## src/rtl/dbg_apb_pkg.sv

```systemverilog
// rtl/dbg_apb_pkg.sv - shared types and constants for the debug APB master arbiter
//
// Contents:
//   apb_ctl_state_e  transfer sequencer state (IDLE, SETUP, ACCESS, RESP)
//   APB_RSP_OKAY     rsp_err value for a completed transfer
//   APB_RSP_ERR      rsp_err value for a timeout or an unknown slave index
package dbg_apb_pkg;

    typedef enum logic [1:0] {
        IDLE   = 2'd0,
        SETUP  = 2'd1,
        ACCESS = 2'd2,
        RESP   = 2'd3
    } apb_ctl_state_e;

    localparam logic APB_RSP_OKAY = 1'b0;
    localparam logic APB_RSP_ERR  = 1'b1;

endpackage

```

## src/rtl/dbg_rr_arbiter.sv

```systemverilog
// rtl/dbg_rr_arbiter.sv - combinational round-robin arbiter
//
// Ports:
//   req  in  N   request vector
//   ptr  in  PW  index of the last granted requester; the search starts at ptr+1
//   gnt  out N   one-hot grant, all zero when nothing requests
module dbg_rr_arbiter
    import dbg_apb_pkg::*;
#(
    parameter int N  = 2,
    parameter int PW = (N > 1) ? $clog2(N) : 1
) (
    input  logic [N-1:0]  req,
    input  logic [PW-1:0] ptr,
    output logic [N-1:0]  gnt
);

    logic [PW-1:0] w_idx;

    // Walk from the farthest candidate (ptr itself) down to the nearest (ptr+1);
    // the nearest requesting candidate is visited last and overwrites the grant.
    always_comb begin
        gnt   = '0;
        w_idx = '0;
        for (int i = N; i >= 1; i--) begin
            w_idx = PW'((int'(ptr) + i) % N);
            if (req[w_idx]) begin
                gnt        = '0;
                gnt[w_idx] = 1'b1;
            end
        end
    end

endmodule

```

## src/rtl/dbg_apb_master_arb.sv

```systemverilog
// rtl/dbg_apb_master_arb.sv - round-robin shared debug APB master for NR_REQ requesters
//
// Ports:
//   clk, rst                      clock, asynchronous active-high reset
//   req_valid/req_ready           per-requester handshake (req_ready one-hot)
//   req_slave/addr/wr_rd/wdata    packed per-requester payload
//   rsp_valid                     one-hot completion pulse
//   rsp_rdata, rsp_err            response data/status, held until the next response
//   apb_addr/sel/enable/wr_rd/wdata  APB master outputs
//   apb_ready, apb_rdata          APB slave return path
module dbg_apb_master_arb
    import dbg_apb_pkg::*;
#(
    parameter int NR_REQ      = 2,
    parameter int NR_SLAVES   = 1,
    parameter int ADDR_WIDTH  = 5,
    parameter int WDATA_WIDTH = 32,
    parameter int RDATA_WIDTH = 32,
    parameter int TIMEOUT     = 255,
    parameter int SIDX_W      = $clog2(NR_SLAVES + 1)
) (
    input  logic                            clk,
    input  logic                            rst,
    input  logic [NR_REQ-1:0]               req_valid,
    output logic [NR_REQ-1:0]               req_ready,
    input  logic [NR_REQ*SIDX_W-1:0]        req_slave,
    input  logic [NR_REQ*ADDR_WIDTH-1:0]    req_addr,
    input  logic [NR_REQ-1:0]               req_wr_rd,
    input  logic [NR_REQ*WDATA_WIDTH-1:0]   req_wdata,
    output logic [NR_REQ-1:0]               rsp_valid,
    output logic [RDATA_WIDTH-1:0]          rsp_rdata,
    output logic                            rsp_err,
    output logic [ADDR_WIDTH-1:0]           apb_addr,
    output logic [NR_SLAVES-1:0]            apb_sel,
    output logic                            apb_enable,
    output logic                            apb_wr_rd,
    output logic [WDATA_WIDTH-1:0]          apb_wdata,
    input  logic                            apb_ready,
    input  logic [RDATA_WIDTH-1:0]          apb_rdata
);

    localparam int PTR_W = (NR_REQ > 1) ? $clog2(NR_REQ) : 1;
    localparam int CNT_W = $clog2(TIMEOUT + 1);

    apb_ctl_state_e         r_state;
    logic [PTR_W-1:0]       r_ptr;
    logic [PTR_W-1:0]       r_gnt_idx;
    logic [CNT_W-1:0]       r_cnt;
    logic [NR_SLAVES-1:0]   r_apb_sel;
    logic                   r_apb_enable;
    logic [ADDR_WIDTH-1:0]  r_addr;
    logic                   r_wr_rd;
    logic [WDATA_WIDTH-1:0] r_wdata;
    logic [NR_REQ-1:0]      r_rsp_valid;
    logic [RDATA_WIDTH-1:0] r_rsp_rdata;
    logic                   r_rsp_err;

    logic [NR_REQ-1:0]      w_gnt;
    logic [PTR_W-1:0]       w_gnt_idx;
    logic [SIDX_W-1:0]      w_sel_slave;
    logic [ADDR_WIDTH-1:0]  w_sel_addr;
    logic [WDATA_WIDTH-1:0] w_sel_wdata;
    logic                   w_sel_wr;
    logic                   w_bad_slave;

    dbg_rr_arbiter #(
        .N  (NR_REQ),
        .PW (PTR_W)
    ) u_rr_arbiter (
        .req (req_valid),
        .ptr (r_ptr),
        .gnt (w_gnt)
    );

    always_comb begin
        w_gnt_idx = '0;
        for (int i = 0; i < NR_REQ; i++) begin
            if (w_gnt[i]) begin
                w_gnt_idx = PTR_W'(i);
            end
        end
    end

    assign w_sel_slave = req_slave[int'(w_gnt_idx) * SIDX_W +: SIDX_W];
    assign w_sel_addr  = req_addr[int'(w_gnt_idx) * ADDR_WIDTH +: ADDR_WIDTH];
    assign w_sel_wdata = req_wdata[int'(w_gnt_idx) * WDATA_WIDTH +: WDATA_WIDTH];
    assign w_sel_wr    = req_wr_rd[w_gnt_idx];
    assign w_bad_slave = (int'(w_sel_slave) >= NR_SLAVES);

    // Grants are only offered from IDLE, so at most one transfer is ever in flight.
    assign req_ready = ((r_state == IDLE) && !rst) ? w_gnt : '0;

    assign rsp_valid  = r_rsp_valid;
    assign rsp_rdata  = r_rsp_rdata;
    assign rsp_err    = r_rsp_err;
    assign apb_addr   = r_addr;
    assign apb_sel    = r_apb_sel;
    assign apb_enable = r_apb_enable;
    assign apb_wr_rd  = r_wr_rd;
    assign apb_wdata  = r_wdata;

    always_ff @(posedge clk or posedge rst) begin
        if (rst) begin
            r_state      <= IDLE;
            r_ptr        <= PTR_W'(NR_REQ - 1);
            r_gnt_idx    <= '0;
            r_cnt        <= '0;
            r_apb_sel    <= '0;
            r_apb_enable <= 1'b0;
            r_addr       <= '0;
            r_wr_rd      <= 1'b0;
            r_wdata      <= '0;
            r_rsp_valid  <= '0;
            r_rsp_rdata  <= '0;
            r_rsp_err    <= 1'b0;
        end else begin
            case (r_state)
                IDLE: begin
                    if (|w_gnt) begin
                        r_gnt_idx <= w_gnt_idx;
                        r_addr    <= w_sel_addr;
                        r_wr_rd   <= w_sel_wr;
                        r_wdata   <= w_sel_wdata;
                        if (w_bad_slave) begin
                            // No slave to address: answer straight away without touching the bus.
                            r_state     <= RESP;
                            r_rsp_valid <= NR_REQ'(1) << w_gnt_idx;
                            r_rsp_rdata <= '0;
                            r_rsp_err   <= APB_RSP_ERR;
                        end else begin
                            r_state   <= SETUP;
                            r_apb_sel <= NR_SLAVES'(1) << w_sel_slave;
                        end
                    end
                end
                SETUP: begin
                    r_apb_enable <= 1'b1;
                    r_cnt        <= '0;
                    r_state      <= ACCESS;
                end
                ACCESS: begin
                    if (apb_ready) begin
                        r_apb_sel    <= '0;
                        r_apb_enable <= 1'b0;
                        r_rsp_valid  <= NR_REQ'(1) << r_gnt_idx;
                        r_rsp_rdata  <= r_wr_rd ? '0 : apb_rdata;
                        r_rsp_err    <= APB_RSP_OKAY;
                        r_state      <= RESP;
                    end else begin
                        if (r_cnt != CNT_W'(TIMEOUT)) begin
                            r_cnt <= r_cnt + CNT_W'(1);
                        end
                        // This not-ready cycle is the TIMEOUT-th one in a row.
                        if (r_cnt == CNT_W'(TIMEOUT - 1)) begin
                            r_apb_sel    <= '0;
                            r_apb_enable <= 1'b0;
                            r_rsp_valid  <= NR_REQ'(1) << r_gnt_idx;
                            r_rsp_rdata  <= '0;
                            r_rsp_err    <= APB_RSP_ERR;
                            r_state      <= RESP;
                        end
                    end
                end
                RESP: begin
                    r_rsp_valid <= '0;
                    r_ptr       <= r_gnt_idx;
                    r_state     <= IDLE;
                end
                default: begin
                    r_state <= IDLE;
                end
            endcase
        end
    end

endmodule

```

## config.mk

```make
export PLATFORM = sky130hd
export DESIGN_NAME = dbg_apb_master_arb
export DESIGN_NICKNAME = d
export VERILOG_FILES = /design/src/rtl/dbg_apb_pkg.sv /design/src/rtl/dbg_rr_arbiter.sv /design/src/rtl/dbg_apb_master_arb.sv
export SDC_FILE = /design/constraint.sdc
export NUM_CORES = 1
export LEC_CHECK = 0
export BUFFER_PORTS_ARGS = -buffer_cell sky130_fd_sc_hd__buf_2
export CAP_MARGIN = 20
export CORE_ASPECT_RATIO = 0.8
export CORE_MARGIN = 3
export CORE_UTILIZATION = 50
export CTS_BUF_LIST = sky130_fd_sc_hd__clkbuf_8
export DETAILED_ROUTE_END_ITERATION = 10
export GPL_ROUTABILITY_DRIVEN = 0
export MAX_ROUTING_LAYER = met4
export PLACE_DENSITY = 0.85
export SLEW_MARGIN = 20
export SYNTH_ARGS = -nofsm -noshare
export SYNTH_HDL_FRONTEND = slang
export SYNTH_SLANG_ARGS = --single-unit
```

## constraint.sdc

```tcl
create_clock -name clk -period 10.58 [get_ports clk]
set_clock_uncertainty 0.2 [all_clocks]
set_input_delay 2.645 -clock clk [delete_from_list [all_inputs] [get_ports clk]]
set_output_delay 2.645 -clock clk [all_outputs]
set_load 0.03 [all_outputs]
```

==> reports/metrics.yaml <==
status: "finished, final reports clean"
grt-ovfl-total: 0
endpoint_kind: "output port"
holdWs_ns: 0.281
clock.fmax_ghz: 0.152
synth_cell_types: 38
p_sw_share_pct: 47.2
period_share_pct: 62.0
slew_headroom_pct: 37.2
slew_viol_final: 0
drcViolationCount: 0
ctsHoldBuffers: 0
wl_per_cell_um: 15.1
cts_buffers: 9
tns_ns: 0
dieArea_um2: 9510
path_cells: "buf_2, clkinv_2, and3_1, buf_2"
utilization_pct: 67.5
synth_ff_type: "dfrtp_1"
dp_hpwl_mm: 8.03
viasPerCell: 5.02
synthesis.area_um2: 4190
worst_pin_slew_ns: 0.939
pre_cts_slack_ns: 3.96
combPwrFrac_pct: 51.6
crit_type: "in -> out"
multiInputGateArea_um2: 1770
antenna_cells: 0
cts_resized: 0
worstHoldPathType: "reg -> reg"
cap_viol_max_count: 0
synth-edff-count: 0
ys_ff_latch: 87
place_area_um2: 5220
cts_buffer_depth: 2
vias: 3527
vdd_drop_max_uv: 186
final_common_cell: "buf_2"
clk-insertion-delay-late_ns: 0.35
nFillCells: 630
setup.worst_path.start_class: "input pin"
grt_usage_pct: 23.5
crit_path_max_fanout: 34
drtPass1Iterations: 4
finalNetCount: 712
cts.sinks: 87
syn_avg_cell_area_um2: 10.3
synthArstFlopShare_pct: 100
htreeDepth: 3
routed_wl_mm: 10.6
setup_viol: 0
rows: 29
die_h_um: 87.8
postLayoutSetupSlackWorst_ns: 4.02
ant_nets: 0
netlist_instances: 406
grt_max_degree: 60
cp_slowest_stage_delay_ns: 0.43
fin_area_um2: 5420
yosys_warnings: 0
p_clk_share_pct: 14.3
antenna_found_initial: 0
path_clk_slew_ns: 0.09
seqPwrFrac_pct: 34.1
cts_root_buf: "clkbuf_8"
grt_pass1_wl_mm: 17.0
drt_iter0_drc: 163
total_leakage_power_nw: 2.89
power.density_nw_per_um2: 300
cts_setup_buffers: 0
p_int_uw: 859
start_util_pct: 52.2
drive_gt1_share_pct: 37.5
grt_pass1_vias: 3573
place_inst: 687
register_area_um2: 2180
total_power_mw: 1.63
rsz0062_at_grt: "false"
pin_count: 192
arrival_ns: 3.72
path_common_cell: "buf_2"
p_sw_uw: 767
cp.required_ns: 7.74
yosysSeqAreaShare_pct: 52.0
die_w_um: 108
stdcell_count: 703
layout_common_cells: "buf_2 (191), dfrtp_1 (86), nand2_1 (76)"
syn_nets: 528
crit_slowest_cell: "clkinv_2"
io_buffer_count: 191
fin_crit_ns: 6.56
cts_tree: "yes"
hold_violations: 0
core_um2: 8020
areaGrowthSynthToFinish_pct: 29.4
[logic make-up after synthesis]
group	after synthesis	synth area share (%)
simple gates	109	11.5
flops	87	52.0
mux	77	18.5
buf+inv	62	6.40
compound gates	58	8.13
fa+ha+maj	7	2.09
xor+xnor	6	1.26
[synthesized netlist by cell type (2+ instances only)]
library cell	number	area share, %
o2111ai_1	2	0.42
nor2_1	12	1.1
dfrtp_1	86	51
ha_1	7	2.1
a21oi_1	3	0.36
nand3_1	3	0.36
xnor2_1	3	0.63
nand2b_1	3	0.45
and3_1	4	0.60
inv_1	40	3.6
mux2_2	4	1.1
clkbuf_1	13	1.2
nand2_1	76	6.8
xor2_1	3	0.63
mux2i_1	73	17
buf_4	2	0.36
nor2b_1	2	0.30
nor4_1	2	0.30
buf_6	3	0.81
o211ai_1	2	0.36
o21ai_0	43	5.1
buf_2	4	0.48
[power by group through the flow]
stage	Clock, mW	Sequential (mW)	Combinational [mW]
global placement	0	0.552	0.819
finish	0.233	0.554	0.840
global route	0.253	0.571	0.908
CTS	0.241	0.553	0.847
floorplan	0	0.801	0.368
detailed placement	0	0.557	0.847
[sequential cells by signal (all words and copies together), names as in the netlist, 2 cells and up]
signal     count
apb_addr       5
apb_wdata     32
r_cnt          8
r_state        2
rsp_rdata     32
rsp_valid      2
[per-layer routing]
layer / part of all wire [%] / track usage [%]
met1: 40 / 28.0
met2: 51 / 39.4
met3: 6.0 / 5.23
met4: 2.8 / 8.60
met5: 0 / -
[final cells by class]
type,count,share of cell area (%)
well taps,108,2.49
repair buffers,195,18.2
clock inverters,7,1.34
clock buffers,9,2.29
flip-flops and latches,87,40.2
multi-input cells,257,32.7
inverters,40,2.80
[critical path, delay by kind of cell]
kind | cells | cell delay (ns)
buffers and inverters | 3 | 0.69
AND/OR/NAND/NOR | 1 | 0.37
[path summary, 6_finish.rpt]
check,from,end,slack (ns),cells past startpoint
worst min register to register,apb_wdata[16],apb_wdata[16],0.28,2
worst max register to register,r_state[0],rsp_rdata[13],7.81,6
worst min-delay path,apb_wdata[16],apb_wdata[16],0.28,2
max in group asynchronous,rst,rsp_rdata[13],6.94,3
worst max-delay path,rst,req_ready[1],4.02,4
min in group asynchronous,rst,r_cnt[3],2.12,2
Power figures use the tool's default switching activity.
